$ cat src/rtl/if_fetch_unit.sv
// Instruction-fetch front end (producer side of the IF/ID register).
// Holds the PC and issues in-order requests to instruction memory.
// Returned words are buffered with their PCs in a 2-entry queue.
// The head of the queue is offered to decode under valid/ready.
// A redirect flushes the queue and discards responses that are still in flight.
//
// Ports:
//   clk, rst            clock; synchronous active-high reset
//   imem_req/addr/gnt   fetch request, address (= PC), accept strobe
//   imem_rvalid/rdata   in-order fetch responses
//   redirect_valid/pc   flush and restart fetch at redirect_pc
//   inst_valid/ready    head-of-queue handshake toward IF/ID (ready low = stall)
//   instruction/inst_pc head word and its PC; both zero when the queue is empty
//   err_unexpected      sticky flag: a response arrived with nothing outstanding
module if_fetch_unit #(
  parameter logic [31:0] RESET_PC = 32'h0,
  parameter int unsigned PC_STEP  = 4
) (
  input  logic        clk,
  input  logic        rst,
  output logic        imem_req,
  output logic [31:0] imem_addr,
  input  logic        imem_gnt,
  input  logic        imem_rvalid,
  input  logic [31:0] imem_rdata,
  input  logic        redirect_valid,
  input  logic [31:0] redirect_pc,
  output logic        inst_valid,
  input  logic        inst_ready,
  output logic [31:0] instruction,
  output logic [31:0] inst_pc,
  output logic        err_unexpected
);

  localparam int unsigned XLEN  = 32;
  localparam int unsigned DEPTH = 2;
  localparam int unsigned CW    = 2;  // holds 0..DEPTH
  localparam int unsigned OW    = 3;  // occupancy sum needs one extra bit

  typedef enum logic {
    S_RUN   = 1'b0,
    S_FLUSH = 1'b1
  } state_e;

  state_e            state_q, state_d;
  logic [XLEN-1:0]   pc_q, pc_d;
  logic [CW-1:0]     cnt_q, cnt_d;
  logic [CW-1:0]     outst_q, outst_d;
  logic [CW-1:0]     kill_q, kill_d;
  logic              err_q, err_d;
  logic [XLEN-1:0]   q_word_q [DEPTH];
  logic [XLEN-1:0]   q_word_d [DEPTH];
  logic [XLEN-1:0]   q_pc_q   [DEPTH];
  logic [XLEN-1:0]   q_pc_d   [DEPTH];
  logic [XLEN-1:0]   tag_q    [DEPTH];
  logic [XLEN-1:0]   tag_d    [DEPTH];

  logic              pop;
  logic              grant;
  logic              rsp_ok;
  logic              unexpected;
  logic [OW-1:0]     occ;
  logic              q_wr_idx;
  logic              tag_wr_idx;

  // Handshake decode
  assign pop        = inst_valid & inst_ready;
  assign rsp_ok     = imem_rvalid & (outst_q != '0);
  assign unexpected = imem_rvalid & (outst_q == '0);

  // Slots already committed: queued words plus requests in flight. A pop in the
  // same cycle frees a slot, which keeps a 1-cycle memory streaming without gaps.
  assign occ      = OW'(cnt_q) + OW'(outst_q) - OW'(pop);
  assign imem_req = (state_q == S_RUN) & ~redirect_valid & (occ < OW'(DEPTH));
  assign grant    = imem_req & imem_gnt;

  // Write slots account for a same-cycle shift out of entry 0
  assign q_wr_idx   = 1'(cnt_q - CW'(pop));
  assign tag_wr_idx = 1'(outst_q - CW'(rsp_ok));

  // Outputs are straight from registered state
  assign imem_addr      = pc_q;
  assign inst_valid     = (cnt_q != '0);
  assign instruction    = inst_valid ? q_word_q[0] : '0;
  assign inst_pc        = inst_valid ? q_pc_q[0] : '0;
  assign err_unexpected = err_q;

  // Next-state logic
  always_comb begin
    state_d  = state_q;
    pc_d     = pc_q;
    cnt_d    = cnt_q;
    outst_d  = outst_q;
    kill_d   = kill_q;
    err_d    = err_q | unexpected;
    q_word_d = q_word_q;
    q_pc_d   = q_pc_q;
    tag_d    = tag_q;

    if (redirect_valid) begin
      // Everything in flight becomes stale; req is low so no grant adds to it
      pc_d    = redirect_pc;
      cnt_d   = '0;
      outst_d = outst_q - CW'(rsp_ok);
      kill_d  = outst_q - CW'(rsp_ok);
      state_d = ((outst_q - CW'(rsp_ok)) != '0) ? S_FLUSH : S_RUN;
    end else begin
      case (state_q)
        S_RUN: begin
          if (grant) begin
            pc_d              = pc_q + XLEN'(PC_STEP);
            tag_d[tag_wr_idx] = pc_q;
          end
          if (rsp_ok) begin
            tag_d[0] = tag_q[1];
            if (!grant || tag_wr_idx != 1'b0) tag_d[0] = tag_q[1];
          end
          if (grant && rsp_ok && tag_wr_idx == 1'b0) tag_d[0] = pc_q;
          outst_d = outst_q + CW'(grant) - CW'(rsp_ok);

          if (pop) begin
            q_word_d[0] = q_word_q[1];
            q_pc_d[0]   = q_pc_q[1];
          end
          if (rsp_ok) begin
            q_word_d[q_wr_idx] = imem_rdata;
            q_pc_d[q_wr_idx]   = tag_q[0];
          end
          cnt_d = cnt_q + CW'(rsp_ok) - CW'(pop);
        end
        S_FLUSH: begin
          // Stale responses are dropped; fetch resumes once the last one is gone
          if (rsp_ok) begin
            outst_d = outst_q - CW'(1);
            kill_d  = kill_q - CW'(1);
            if (kill_q == CW'(1)) state_d = S_RUN;
          end
        end
        default: state_d = S_RUN;
      endcase
    end
  end

  // State registers
  always_ff @(posedge clk) begin
    if (rst) begin
      state_q  <= S_RUN;
      pc_q     <= RESET_PC;
      cnt_q    <= '0;
      outst_q  <= '0;
      kill_q   <= '0;
      err_q    <= 1'b0;
      q_word_q <= '{default: '0};
      q_pc_q   <= '{default: '0};
      tag_q    <= '{default: '0};
    end else begin
      state_q  <= state_d;
      pc_q     <= pc_d;
      cnt_q    <= cnt_d;
      outst_q  <= outst_d;
      kill_q   <= kill_d;
      err_q    <= err_d;
      q_word_q <= q_word_d;
      q_pc_q   <= q_pc_d;
      tag_q    <= tag_d;
    end
  end

endmodule

$ cat config.mk
export PLATFORM = sky130hd
export DESIGN_NAME = if_fetch_unit
export DESIGN_NICKNAME = d
export VERILOG_FILES = /design/src/rtl/if_fetch_unit.sv
export SDC_FILE = /design/constraint.sdc
export NUM_CORES = 1
export LEC_CHECK = 0
export BUFFER_PORTS_ARGS = -buffer_cell sky130_fd_sc_hd__buf_2
export CAP_MARGIN = 20
export CORE_AREA = 2 2 122 212
export CTS_CLUSTER_SIZE = 25
export DETAILED_ROUTE_END_ITERATION = 10
export DIE_AREA = 0 0 124 214
export PLACE_DENSITY = 0.64
export SLEW_MARGIN = 20
export SYNTH_ARGS = -nofsm -noshare
export SYNTH_HDL_FRONTEND = slang
export SYNTH_SLANG_ARGS = --single-unit
$ cat constraint.sdc
create_clock -name clk -period 4 [get_ports clk]
set_input_delay 0.8 -clock clk [delete_from_list [all_inputs] [get_ports clk]]
set_output_delay 0.8 -clock clk [all_outputs]
set_load 0.05 [all_outputs]
==> insert_results.sql <==
INSERT INTO impl_metrics (metric_group, metric, value, unit) VALUES
('run_status', 'outcome', 'finished, final reports clean', ''),
('clocking', 'post_cts_buffers', '0', ''),
('synthesis', 'yosys-top-cells-count', '232 x sky130_fd_sc_hd__dfxtp_1, 225 x sky130_fd_sc_hd__nand2_1, 142 x sky130_fd_sc_hd__a21oi_1', ''),
('synthesis', 'synth_simple_gate_area_share', '22.1', '%'),
('min_path', 'worstHoldPathType', 'reg2reg', ''),
('grt', 'grt_antenna_before_repair', '0', ''),
('job', 'max_cap_viol_count', '0', ''),
('grt', 'globalRouteTotalUtil', '21.4', '%'),
('synthesis', 'synth.top_cell.area_share', '43.1', '%'),
('sta', 'rsz0062_at_grt', 'false', ''),
('floorplan', 'io_pins', '169', ''),
('floorplan', 'die-width', '124', 'um'),
('synthesis', 'number_of_distinct_library_cell_variants_in_the_gate_level_netlist_after_synthesis', '62', ''),
('layout', 'area.growth.synth_to_final', '16.6', '%'),
('detailed_routing', 'remaining_drc_errors', '0', ''),
('sta', 'max_freq', '283', 'MHz'),
('synthesis', 'synth_area_leader_cell', 'sky130_fd_sc_hd__dfxtp_1', ''),
('pwr', 'leakage_power_of_the_design', '4.85', 'nW'),
('grt', 'grt_first_pass_wirelength', '46.6', 'mm'),
('grt', 'number_of_global_route_vias_before_repair', '8927', ''),
('worst_setup_path', 'ff2ff_setup_slack', '560', 'ps'),
('layout', 'final_non_filler_cells', '1718', ''),
('sta', 'final.setup.tns', '0', 'ps'),
('clocking', 'clock_path_buffers', '3', ''),
('sta', 'setup_viol_count_final', '0', ''),
('worst_setup_path', 'worst_ep_required', '3200', 'ps'),
('detailed_routing', 'route.final.wire_length', '29.0', 'mm'),
('detailed_routing', 'routed-via-count', '9604', ''),
('synthesis', 'yosys_most_used_dff', 'sky130_fd_sc_hd__dfxtp_1', ''),
('floorplan', 'core_area', '0.0247', 'mm^2'),
('place', 'placedCellCount', '1678', ''),
('synthesis', 'synth_warnings', '0', ''),
('worst_setup_path', 'crit_path_start_kind', 'register', ''),
('min_path', 'min-delay-start', 'q_word_q[15]$_SDFFE_PP0P_', ''),
('clocking', 'clkTransAtPathRegs', '60', 'ps'),
('clocking', 'root_buffer', 'sky130_fd_sc_hd__clkbuf_16', ''),
('detailed_routing', 'via_per_inst', '5.59', ''),
('floorplan', 'area_enclosed_by_the_die_boundary', '0.0265', 'mm^2'),
('synthesis', 'post_synth_instance_area', '0.0108', 'mm^2'),
('clocking', 'cts.repair.resized', '0', ''),
('sta', 'max_slew.worst_pin.slew', '1030', 'ps'),
('clocking', 'numCtsBuffers', '23', ''),
('synthesis', 'postSynthCellCount', '1291', ''),
('pwr', 'design_power_total', '6.05', 'mW'),
('synthesis', 'number_of_enable_type_register_cells_in_the_synthesized_netlist', '0', ''),
('floorplan', 'initial_core_util', '43.6', '%'),
('synthesis', 'avgSynthCellArea', '8.34', 'um^2'),
('clocking', 'tritoncts', 'done', ''),
('clocking', 'clk_latency', '510', 'ps'),
('synthesis', 'combinational_family_with_the_most_area_after_synthesis', 'simple AND/OR/NAND/NOR gates', ''),
('place', 'globalplace.congestion', '0.798', ''),
('detailed_routing', 'detail-route-antenna-nets', '0', ''),
('clocking', 'holdBufCountCts', '0', ''),
('sta', 'slew-limit-headroom', '31.6', '%'),
('synthesis', 'synth_compound_gate_area_share', '21.0', '%'),
('layout', 'stdcell_area', '0.0126', 'mm^2'),
('synthesis', 'ys_top_cells_by_area', 'sky130_fd_sc_hd__dfxtp_1 43%, sky130_fd_sc_hd__nand2_1 7.8%, sky130_fd_sc_hd__a211oi_1 7.0%', ''),
('pwr', 'powerDensity', '482', 'mW/mm^2'),
('sta', 'period_needed', '3530', 'ps'),
('detailed_routing', 'drt_first_pass_iters', '5', ''),
('place', 'place_hpwl', '18.6', 'mm'),
('worst_setup_path', 'cp-end-kind', 'output port', ''),
('synthesis', 'synth_nets', '1373', ''),
('layout', 'drive_above_1_share', '19.3', '%'),
('place', 'dpl-instance-area', '0.0118', 'mm^2'),
('worst_setup_path', 'cp-startpoint', 'cnt_q[1]$_SDFFE_PP0N_', ''),
('layout', 'nFillCells', '2447', ''),
('worst_setup_path', 'critical_path.max_fanout', '5', ''),
('synthesis', 'yosys.area_share.xor_xnor', '0.813', '%'),
('place', 'port_buffers', '168', ''),
('layout', 'num-nets-final', '1473', '');
==> critical path, cell delays in order (launching register included) <==
cell and delay (ps):
sky130_fd_sc_hd__dfxtp_1 410, sky130_fd_sc_hd__inv_1 90, sky130_fd_sc_hd__ha_1 320, sky130_fd_sc_hd__fa_1 470, sky130_fd_sc_hd__xor2_1 340, sky130_fd_sc_hd__and3_1 300, sky130_fd_sc_hd__buf_2 290
==> path summary, 6_finish.rpt <==
path                                to  cells after the start
max                           imem_req                      6
min reg2reg  q_word_q[15]$_SDFFE_PP0P_                      2
max reg2reg     tag_q[38]$_SDFFE_PP0P_                     12
min          q_word_q[15]$_SDFFE_PP0P_                      2
==> cells in the final DEF (no fill, tap or decap), types with 23 or more instances in the layout <==
cell type	count
sky130_fd_sc_hd__nor2_1	87
sky130_fd_sc_hd__a21oi_1	141
sky130_fd_sc_hd__buf_2	167
sky130_fd_sc_hd__a211oi_1	100
sky130_fd_sc_hd__nand2_1	225
sky130_fd_sc_hd__dfxtp_1	232
sky130_fd_sc_hd__and2_1	68
sky130_fd_sc_hd__or2_2	23
sky130_fd_sc_hd__clkbuf_16	23
sky130_fd_sc_hd__a32oi_1	33
sky130_fd_sc_hd__mux2i_1	69
==> sequential cells by signal, summed over array words and instances (netlist names) <==
register,count
err_unexpected,1
tag_q,64
cnt_q,2
q_pc_q,64
imem_addr,32
state_q,1
kill_q,2
outst_q,2
q_word_q,64
==> stage by stage <==
stage               hold slack (ps)  setup WS (ps)
floorplan                       432           79.3
global placement                437            370
detailed placement              443            250
CTS                             451            476
global route                    465            339
finish                          451            471
==> cell families (layout without fill, tap and decap cells) <==
| kind of cell | after synthesis | in the layout |
|---|---|---|
| AOI/OAI and AO/OA | 341 | 341 |
| and+or+nand+nor | 494 | 494 |
| buffers and inverters | 133 | 248 |
| DFF | 232 | 232 |
| xor gates and xnor gates | 10 | 10 |
| adders and majority gates | 12 | 12 |
| muxes | 69 | 69 |
==> routing by layer <==
metal,GRT usage [%],vias up,share of wire (%)
met5,0,-,0
met4,6.78,0,2.1
met3,2.85,38,5.7
met2,37.4,275,50
met1,26.9,4491,42
li1,-,4800,-
==> power breakdown <==
part | total [mW] | internal, mW | leakage [nW] | switching, mW
Sequential | 2.65 | 2.49 | 1.89 | 0.166
Clock | 2.22 | 1.32 | 0.378 | 0.894
Combinational | 1.18 | 0.407 | 2.58 | 0.776
==> layout make-up <==
class	instances	area (um^2)	area share, %
clock buffers	30	642	5.11
clock inverters	10	130	1.04
inverters	16	60.1	0.478
multi-input cells	926	5630	44.8
flip-flops and latches	232	4640	37.0
well taps	312	390	3.11
repair buffers	192	1060	8.48
No activity file was read; power rests on OpenSTA's default activity.
